[config.mk]
export PLATFORM = sky130hd
export DESIGN_NAME = tl_buffered_coupler
export DESIGN_NICKNAME = d
export VERILOG_FILES = /design/src/rtl/tl_buffered_coupler.sv
export SDC_FILE = /design/constraint.sdc
export NUM_CORES = 1
export LEC_CHECK = 0
export CAP_MARGIN = 20
export CORE_MARGIN = 2
export CORE_UTILIZATION = 55
export CTS_BUF_LIST = sky130_fd_sc_hd__clkbuf_4
export CTS_CLUSTER_DIAMETER = 150
export DETAILED_ROUTE_END_ITERATION = 8
export PLACE_DENSITY = 0.95
export SLEW_MARGIN = 20
export SYNTH_ARGS = -nofsm -noshare
export SYNTH_HDL_FRONTEND = slang
export SYNTH_SLANG_ARGS = --single-unit
export TNS_END_PERCENT = 50
[constraint.sdc]
create_clock -name clock -period 13.3 [get_ports clock]
set_input_delay 3.325 -clock clock [delete_from_list [all_inputs] [get_ports clock]]
set_output_delay 3.325 -clock clock [all_outputs]
set_load 0.1 [all_outputs]
[src/rtl/tl_buffered_coupler.sv]
`default_nettype none

// ============================================================================
// Module      : tl_coupler_fifo
// Description : Small valid/ready FIFO for one TileLink channel. Ready is
//               derived from the stored count only, so the pop side never
//               reaches the push side combinationally.
// Revision    : 1.0 - initial release
// ============================================================================
module tl_coupler_fifo #(
    parameter int WIDTH = 8,
    parameter int DEPTH = 2
) (
    input  logic             clk,
    input  logic             rst,
    input  logic             i_push_valid,
    output logic             o_push_ready,
    input  logic [WIDTH-1:0] i_push_bits,
    output logic             o_pop_valid,
    input  logic             i_pop_ready,
    output logic [WIDTH-1:0] o_pop_bits,
    output logic             o_empty
);

    localparam int                 c_ptr_w    = (DEPTH > 1) ? $clog2(DEPTH) : 1;
    localparam int                 c_cnt_w    = $clog2(DEPTH + 1);
    localparam logic [c_ptr_w-1:0] c_last_ptr = c_ptr_w'(DEPTH - 1);
    localparam logic [c_cnt_w-1:0] c_full     = c_cnt_w'(DEPTH);

    logic [WIDTH-1:0]   r_mem [DEPTH];
    logic [c_ptr_w-1:0] r_wr_ptr;
    logic [c_ptr_w-1:0] r_rd_ptr;
    logic [c_cnt_w-1:0] r_count;
    logic               w_push;
    logic               w_pop;

    // When full the slot is not advertised, even if a pop happens this cycle.
    assign o_push_ready = (r_count != c_full);
    assign o_pop_valid  = (r_count != '0);
    assign o_pop_bits   = r_mem[r_rd_ptr];
    assign o_empty      = (r_count == '0);
    assign w_push       = i_push_valid && o_push_ready;
    assign w_pop        = o_pop_valid && i_pop_ready;

    // Payload storage; contents are meaningless while the count says empty.
    always_ff @(posedge clk) begin
        if (w_push) begin
            r_mem[r_wr_ptr] <= i_push_bits;
        end
    end

    // Pointers wrap modulo DEPTH; count tracks occupancy.
    always_ff @(posedge clk) begin
        if (rst) begin
            r_wr_ptr <= '0;
            r_rd_ptr <= '0;
            r_count  <= '0;
        end else begin
            if (w_push) begin
                r_wr_ptr <= (r_wr_ptr == c_last_ptr) ? '0 : r_wr_ptr + 1'b1;
            end
            if (w_pop) begin
                r_rd_ptr <= (r_rd_ptr == c_last_ptr) ? '0 : r_rd_ptr + 1'b1;
            end
            case ({w_push, w_pop})
                2'b10:   r_count <= r_count + 1'b1;
                2'b01:   r_count <= r_count - 1'b1;
                default: r_count <= r_count;
            endcase
        end
    end

endmodule

// ============================================================================
// Module      : tl_buffered_coupler
// Description : TileLink A/D coupler with optional channel FIFOs, an
//               in-flight request limiter and a quiesce/idle drain handshake.
// Revision    : 1.0 - initial release
// ============================================================================
module tl_buffered_coupler #(
    parameter int ADDR_W       = 32,
    parameter int DATA_W       = 64,
    parameter int SRC_W        = 4,
    parameter int SINK_W       = 3,
    parameter int A_DEPTH      = 2,
    parameter int D_DEPTH      = 2,
    parameter int MAX_INFLIGHT = 8
) (
    input  logic clock,
    input  logic reset,
    input  logic in_a_valid,
    output logic in_a_ready,
    input  logic [3+3+4+SRC_W+ADDR_W+DATA_W/8+DATA_W+1-1:0] in_a_bits,
    output logic out_a_valid,
    input  logic out_a_ready,
    output logic [3+3+4+SRC_W+ADDR_W+DATA_W/8+DATA_W+1-1:0] out_a_bits,
    input  logic out_d_valid,
    output logic out_d_ready,
    input  logic [3+2+4+SRC_W+SINK_W+1+DATA_W+1-1:0] out_d_bits,
    output logic in_d_valid,
    input  logic in_d_ready,
    output logic [3+2+4+SRC_W+SINK_W+1+DATA_W+1-1:0] in_d_bits,
    input  logic quiesce,
    output logic [$clog2(MAX_INFLIGHT+1)-1:0] inflight,
    output logic idle
);

    localparam int              c_aw       = 3 + 3 + 4 + SRC_W + ADDR_W + DATA_W/8 + DATA_W + 1;
    localparam int              c_dw       = 3 + 2 + 4 + SRC_W + SINK_W + 1 + DATA_W + 1;
    localparam int              c_cw       = $clog2(MAX_INFLIGHT + 1);
    localparam int              c_lg_bytes = $clog2(DATA_W / 8);
    localparam logic [c_cw-1:0] c_max      = c_cw'(MAX_INFLIGHT);

    // Index of the last beat of a message (beats - 1).
    function automatic logic [15:0] f_last_idx(input logic has_data, input logic [3:0] size);
        logic [15:0] v;
        v = '0;
        if (has_data && (int'(size) > c_lg_bytes)) begin
            v = 16'((32'd1 << (int'(size) - c_lg_bytes)) - 32'd1);
        end
        return v;
    endfunction

    logic            w_run;
    logic            w_rst;
    // A channel, master side
    logic [2:0]      w_ain_op;
    logic [3:0]      w_ain_size;
    logic [15:0]     w_ain_last_idx;
    logic            w_ain_first;
    logic            w_ain_fire;
    logic            w_q_block;
    logic            w_a_push_valid;
    logic            w_a_push_ready;
    logic [15:0]     r_ain_cnt;
    // A channel, fabric side
    logic            w_af_valid;
    logic [c_aw-1:0] w_af_bits;
    logic            w_a_pop_ready;
    logic            w_a_empty;
    logic [2:0]      w_aout_op;
    logic [3:0]      w_aout_size;
    logic [15:0]     w_aout_last_idx;
    logic            w_aout_first;
    logic            w_aout_fire;
    logic            w_lim_block;
    logic [15:0]     r_aout_cnt;
    // D channel
    logic            w_d_push_valid;
    logic            w_d_push_ready;
    logic            w_df_valid;
    logic [c_dw-1:0] w_df_bits;
    logic            w_d_pop_ready;
    logic            w_d_empty;
    logic [2:0]      w_dout_op;
    logic [3:0]      w_dout_size;
    logic [15:0]     w_dout_last_idx;
    logic            w_dout_fire;
    logic            w_dout_last;
    logic [15:0]     r_d_cnt;
    // Limiter
    logic            w_a_inc;
    logic            w_d_dec;
    logic [c_cw-1:0] r_inflight;

    assign w_run = reset;
    assign w_rst = !reset;

    // ---------------- A channel, master side (quiesce gate) ----------------
    assign w_ain_op       = in_a_bits[c_aw-1 -: 3];
    assign w_ain_size     = in_a_bits[c_aw-7 -: 4];
    assign w_ain_last_idx = f_last_idx(!w_ain_op[2], w_ain_size);
    assign w_ain_first    = (r_ain_cnt == '0);
    assign w_q_block      = quiesce && in_a_valid && w_ain_first;
    assign w_a_push_valid = in_a_valid && !w_q_block && w_run;
    assign in_a_ready     = w_a_push_ready && !w_q_block && w_run;
    assign w_ain_fire     = in_a_valid && in_a_ready;

    // ---------------- A channel, fabric side (request limiter) -------------
    assign w_aout_op       = w_af_bits[c_aw-1 -: 3];
    assign w_aout_size     = w_af_bits[c_aw-7 -: 4];
    assign w_aout_last_idx = f_last_idx(!w_aout_op[2], w_aout_size);
    assign w_aout_first    = (r_aout_cnt == '0);
    assign w_lim_block     = w_aout_first && (r_inflight == c_max);
    assign out_a_valid     = w_af_valid && !w_lim_block && w_run;
    assign w_a_pop_ready   = out_a_ready && !w_lim_block && w_run;
    assign out_a_bits      = w_af_bits;
    assign w_aout_fire     = out_a_valid && out_a_ready;

    generate
        if (A_DEPTH > 0) begin : g_a_fifo
            tl_coupler_fifo #(.WIDTH(c_aw), .DEPTH(A_DEPTH)) u_a_fifo (
                .clk          (clock),
                .rst          (w_rst),
                .i_push_valid (w_a_push_valid),
                .o_push_ready (w_a_push_ready),
                .i_push_bits  (in_a_bits),
                .o_pop_valid  (w_af_valid),
                .i_pop_ready  (w_a_pop_ready),
                .o_pop_bits   (w_af_bits),
                .o_empty      (w_a_empty)
            );
        end else begin : g_a_wire
            assign w_af_valid     = w_a_push_valid;
            assign w_af_bits      = in_a_bits;
            assign w_a_push_ready = w_a_pop_ready;
            assign w_a_empty      = 1'b1;
        end
    endgenerate

    // ---------------- D channel ----------------
    assign w_d_push_valid  = out_d_valid && w_run;
    assign out_d_ready     = w_d_push_ready && w_run;
    assign w_dout_fire     = out_d_valid && out_d_ready;
    assign w_dout_op       = out_d_bits[c_dw-1 -: 3];
    assign w_dout_size     = out_d_bits[c_dw-6 -: 4];
    assign w_dout_last_idx = f_last_idx((w_dout_op == 3'd1) || (w_dout_op == 3'd5), w_dout_size);
    assign w_dout_last     = (r_d_cnt == w_dout_last_idx);
    assign in_d_valid      = w_df_valid && w_run;
    assign w_d_pop_ready   = in_d_ready && w_run;
    assign in_d_bits       = w_df_bits;

    generate
        if (D_DEPTH > 0) begin : g_d_fifo
            tl_coupler_fifo #(.WIDTH(c_dw), .DEPTH(D_DEPTH)) u_d_fifo (
                .clk          (clock),
                .rst          (w_rst),
                .i_push_valid (w_d_push_valid),
                .o_push_ready (w_d_push_ready),
                .i_push_bits  (out_d_bits),
                .o_pop_valid  (w_df_valid),
                .i_pop_ready  (w_d_pop_ready),
                .o_pop_bits   (w_df_bits),
                .o_empty      (w_d_empty)
            );
        end else begin : g_d_wire
            assign w_df_valid     = w_d_push_valid;
            assign w_df_bits      = out_d_bits;
            assign w_d_push_ready = w_d_pop_ready;
            assign w_d_empty      = 1'b1;
        end
    endgenerate

    // Master-side A beat counter: tells quiesce which beats start a message.
    always_ff @(posedge clock) begin
        if (!reset) begin
            r_ain_cnt <= '0;
        end else if (w_ain_fire) begin
            r_ain_cnt <= (r_ain_cnt == w_ain_last_idx) ? '0 : r_ain_cnt + 1'b1;
        end
    end

    // Fabric-side A beat counter: only first beats are subject to the limiter.
    always_ff @(posedge clock) begin
        if (!reset) begin
            r_aout_cnt <= '0;
        end else if (w_aout_fire) begin
            r_aout_cnt <= (r_aout_cnt == w_aout_last_idx) ? '0 : r_aout_cnt + 1'b1;
        end
    end

    // Fabric-side D beat counter: the last beat of a response retires a request.
    always_ff @(posedge clock) begin
        if (!reset) begin
            r_d_cnt <= '0;
        end else if (w_dout_fire) begin
            r_d_cnt <= w_dout_last ? '0 : r_d_cnt + 1'b1;
        end
    end

    assign w_a_inc = w_aout_fire && w_aout_first;
    assign w_d_dec = w_dout_fire && w_dout_last;

    // Outstanding-request counter; saturates at both ends instead of wrapping.
    always_ff @(posedge clock) begin
        if (!reset) begin
            r_inflight <= '0;
        end else begin
            case ({w_a_inc, w_d_dec})
                2'b10:   r_inflight <= (r_inflight != c_max) ? r_inflight + 1'b1 : r_inflight;
                2'b01:   r_inflight <= (r_inflight != '0) ? r_inflight - 1'b1 : r_inflight;
                default: r_inflight <= r_inflight;
            endcase
        end
    end

    assign inflight = r_inflight;
    assign idle     = (r_inflight == '0) && w_a_empty && w_d_empty &&
                      (r_ain_cnt == '0) && (r_aout_cnt == '0) && (r_d_cnt == '0);

    // A response that retires a request nobody issued is a protocol error.
    a_no_underflow: assert property (@(posedge clock) disable iff (!reset)
        !(w_d_dec && !w_a_inc && (r_inflight == '0)));

endmodule

`default_nettype wire

==> results.sh <==
export IMPL_syn_instance_count=1442
export IMPL_synthArstFlopShare=0
export IMPL_path_clk_slew_ns=0.07
export IMPL_numPortBuffers=417
export IMPL_critPathLaunchType="input port"
export IMPL_end_kind="flop"
export IMPL_setup_slack_ns=4.06
export IMPL_synth_top_family_by_area="multiplexers"
export IMPL_critPathArrivalTime_ns=9.94
export IMPL_setup_viol_count_final=0
export IMPL_yosysWarnings=0
export IMPL_ys_flop_type="edfxtp_1"
export IMPL_tritoncts_num_buffers=113
export IMPL_synth_common_cells="edfxtp_1 (402), mux2_2 (201), nand2_1 (77), nor2_1 (76), clkbuf_1 (66)"
export IMPL_grt_max_degree=84
export IMPL_grt_overflow=0
export IMPL_io_pin_count=418
export IMPL_synthTopCellsByArea="edfxtp_1 (59%), mux2_2 (11%), dfxtp_1 (6.1%)"
export IMPL_via_per_inst=5.79
export IMPL_syn_nets=1687
export IMPL_core_sq_um=36600
export IMPL_layout_min_cycle_time_ns=9.24
export IMPL_fin_skew_ns=0.0615
export IMPL_max_clock_freq_mhz=108
export IMPL_synth_avg_cell_area_sq_um=14.2
export IMPL_rsz0062_at_grt="false"
export IMPL_clkLatencyLatePin_ns=0.85
export IMPL_fin_util=0.722
export IMPL_ys_seq_area_frac=0.650
export IMPL_muxShareOfSynthArea=0.118
export IMPL_critPathMaxStageDelay_ns=0.96
export IMPL_grt_pass1_vias=14449
export IMPL_track_usage=0.273
export IMPL_synth_cell_types=88
export IMPL_synth_top_area_cell="edfxtp_1"
export IMPL_synth_simple_area_share=0.0877
export IMPL_grt_pass1_wl_mm=81.0
export IMPL_cpMostUsedCell="ha_1"
export IMPL_cap_violations=0
export IMPL_area_delta_synth_final_pct=29.2
export IMPL_cts_tree="yes"
export IMPL_cpMaxStageDelayCell="clkdlybuf4s50_1"
export IMPL_period_share=0.695
export IMPL_synth_top_area_share=0.590
export IMPL_totalWireLength_mm=54.3
export IMPL_hold_viol_final=0
export IMPL_min_path_type="reg -> reg"
export IMPL_first_pass_iters=6
export IMPL_irDropWorstVdd_mv=0.0708
export IMPL_placedCellCount=2263
export IMPL_cts_root_buf="clkbuf_4"
export IMPL_cts_resized=0
export IMPL_synth_xor_area_frac=0.0366
export IMPL_cts_buffer_depth=3
export IMPL_worstSetupPathType="in -> reg"
export IMPL_power_leakage_nw=9.12
export IMPL_vias=14228
export IMPL_clkSinkCount=464
export IMPL_ant_nets=0
export IMPL_drtIter0Drc=1021
export IMPL_fp_dieH_um=197
export IMPL_ctsHtreeMaxLevel=3
export IMPL_setup_tns_ns=0
export IMPL_synth_most_common_cell="edfxtp_1"
export IMPL_required_ns=14.00
export IMPL_post_cts_buffers=0
export IMPL_die_w_um=197
export IMPL_gp_congestion=0.895
export IMPL_synth_edf_count=402
export IMPL_slew_viol_final=0
export IMPL_cp_cell_sequence="clkdlybuf4s50_1 -> inv_1 -> ha_1 -> nand2b_1 -> a22oi_2 -> nor2_1 -> nand2_1 -> ha_1 -> or2b_1 -> nor2_1 -> a21oi_1 -> o32ai_1 -> a22oi_1 -> mux2_2 -> or4_4 -> or4_4 -> inv_1 -> ha_1 -> a21o_1 -> a21o_1 -> o221a_1 -> o31a_1"
export IMPL_dp_final_hpwl_mm=36.3
export IMPL_finalNonFillerCells=2458
export IMPL_synth_adder_area_share=0.0230
export IMPL_route_detailed_drc=0
export IMPL_max_slew_margin=0.225
export IMPL_place_ws_ns=3.31
export IMPL_synth_compound_area_frac=0.0631
export IMPL_die_area_sq_um=38800
export IMPL_num_rows=70
export IMPL_avgRoutedWirePerCell_um=22.1
export IMPL_cp_max_fo=17
export IMPL_status="finished clean"
export IMPL_fillers=2250
export IMPL_synthesis_area_sq_um=20500
export IMPL_initial_core_util=0.559
export IMPL_synth_seq_cells=464
export IMPL_layout_drive_gt1_share=0.213
export IMPL_worst_pin_slew_ns=1.16
export IMPL_ctsHoldBuffers=0
export IMPL_layout_nets=2157
export IMPL_power_density_nw_per_um2=138
export IMPL_antenna_found_initial=8
-- flip-flops by register name (all words and copies together) (netlist names), named ones only --
signal / cells
r_aout_cnt: 16
g_d_fifo.u_d_fifo.r_wr_ptr: 1
g_d_fifo.u_d_fifo.r_mem: 164
g_d_fifo.u_d_fifo.r_rd_ptr: 1
inflight: 4
g_a_fifo.u_a_fifo.r_mem: 238
g_a_fifo.u_a_fifo.r_wr_ptr: 1
r_ain_cnt: 16
g_d_fifo.u_d_fifo.r_count: 2
r_d_cnt: 16
g_a_fifo.u_a_fifo.r_count: 2
g_a_fifo.u_a_fifo.r_rd_ptr: 1
-- placed cells by master (no fill, tap or decap), types with 7 or more instances in the layout --
| cell | count |
|---|---|
| nand4_1 | 22 |
| nor2_1 | 74 |
| nor3_1 | 27 |
| mux2i_1 | 15 |
| clkdlybuf4s50_1 | 417 |
| xnor2_1 | 42 |
| nand2b_1 | 11 |
| clkinv_1 | 10 |
| o21a_1 | 7 |
| o21ai_0 | 34 |
| inv_1 | 34 |
| edfxtp_1 | 402 |
| o31ai_1 | 8 |
| buf_4 | 10 |
| diode_2 | 8 |
| xor2_1 | 38 |
| and2_1 | 9 |
| nand2_1 | 77 |
| dfxtp_1 | 60 |
| nor4_1 | 16 |
| clkbuf_4 | 168 |
| a211oi_1 | 12 |
| mux2_2 | 201 |
| a21oi_1 | 34 |
| o22ai_1 | 7 |
| a31oi_1 | 10 |
| nor2b_1 | 9 |
| a21boi_0 | 8 |
| and3_1 | 12 |
| ha_1 | 36 |
| or3_1 | 7 |
| nand3_1 | 46 |
-- path summary, 6_finish.rpt --
check	start	endpoint	slack [ns]	cells past startpoint
max	out_d_bits[75]	inflight[3]$_SDFFE_PN0P_	4.06	22
min	g_d_fifo.u_d_fifo.r_rd_ptr$_SDFFE_PN0P_	g_d_fifo.u_d_fifo.r_rd_ptr$_SDFFE_PN0P_	0.55	2
max reg2reg	flop	r_aout_cnt[1]$_SDFFE_PN0P_	7.41	14
min reg2reg	g_d_fifo.u_d_fifo.r_rd_ptr$_SDFFE_PN0P_	g_d_fifo.u_d_fifo.r_rd_ptr$_SDFFE_PN0P_	0.55	2
-- routing by layer --
layer,vias up,track usage,wire length [um]
li1,6469,-,-
met1,6997,0.295,19200
met2,625,0.495,28800
met3,137,0.0672,3950
met4,0,0.145,2410
met5,-,0,0
-- worst max-delay path: cells and delay by family --
kind	cells	cell delay, ns
multiplexers	1	0.38
AO/OA/AOI/OAI	8	2.14
buffers and inverters	3	1.29
adder cells (fa/ha/maj)	3	0.92
AND/OR/NAND/NOR	7	1.89
-- logic make-up after synthesis --
kind of cell | Yosys count
DFF | 464
and+or+nand+nor | 349
muxes | 216
AOI/OAI and AO/OA | 183
buffers and inverters | 110
xor gates and xnor gates | 83
adders and majority gates | 37
-- where the power goes --
group          total, mW  switching [mW]  internal (mW)  leakage [nW]
logic              0.857           0.605          0.252          4.13
clock network       1.12           0.552          0.570         0.818
registers           1.66          0.0266           1.64          4.17
total               3.64            1.18           2.46          9.12
-- per-stage QoR --
step           hold WS [ns]  area, sq um  total power [mW]
2_1_floorplan         0.487        20500              2.31
3_3_place_gp          0.510        25000              2.52
3_5_place_dp          0.522        25000              2.54
4_1_cts               0.533        26400              3.66
5_1_grt               0.584        26400              3.77
6_report              0.549        26400              3.64
-- layout make-up --
type                            instances  area (sq um)  area share
Antenna cell                            8          20.0    0.000757
Clock buffer                          168          1260      0.0477
Clock inverter                         17          78.8     0.00298
Inverter                               36           135     0.00511
Multi-Input combinational cell        868          6740       0.255
Sequential cell                       464         13300       0.504
Tap cell                              468           586      0.0221
Timing Repair Buffer                  429          4300       0.163
No activity file was read; power rests on OpenSTA's default activity.
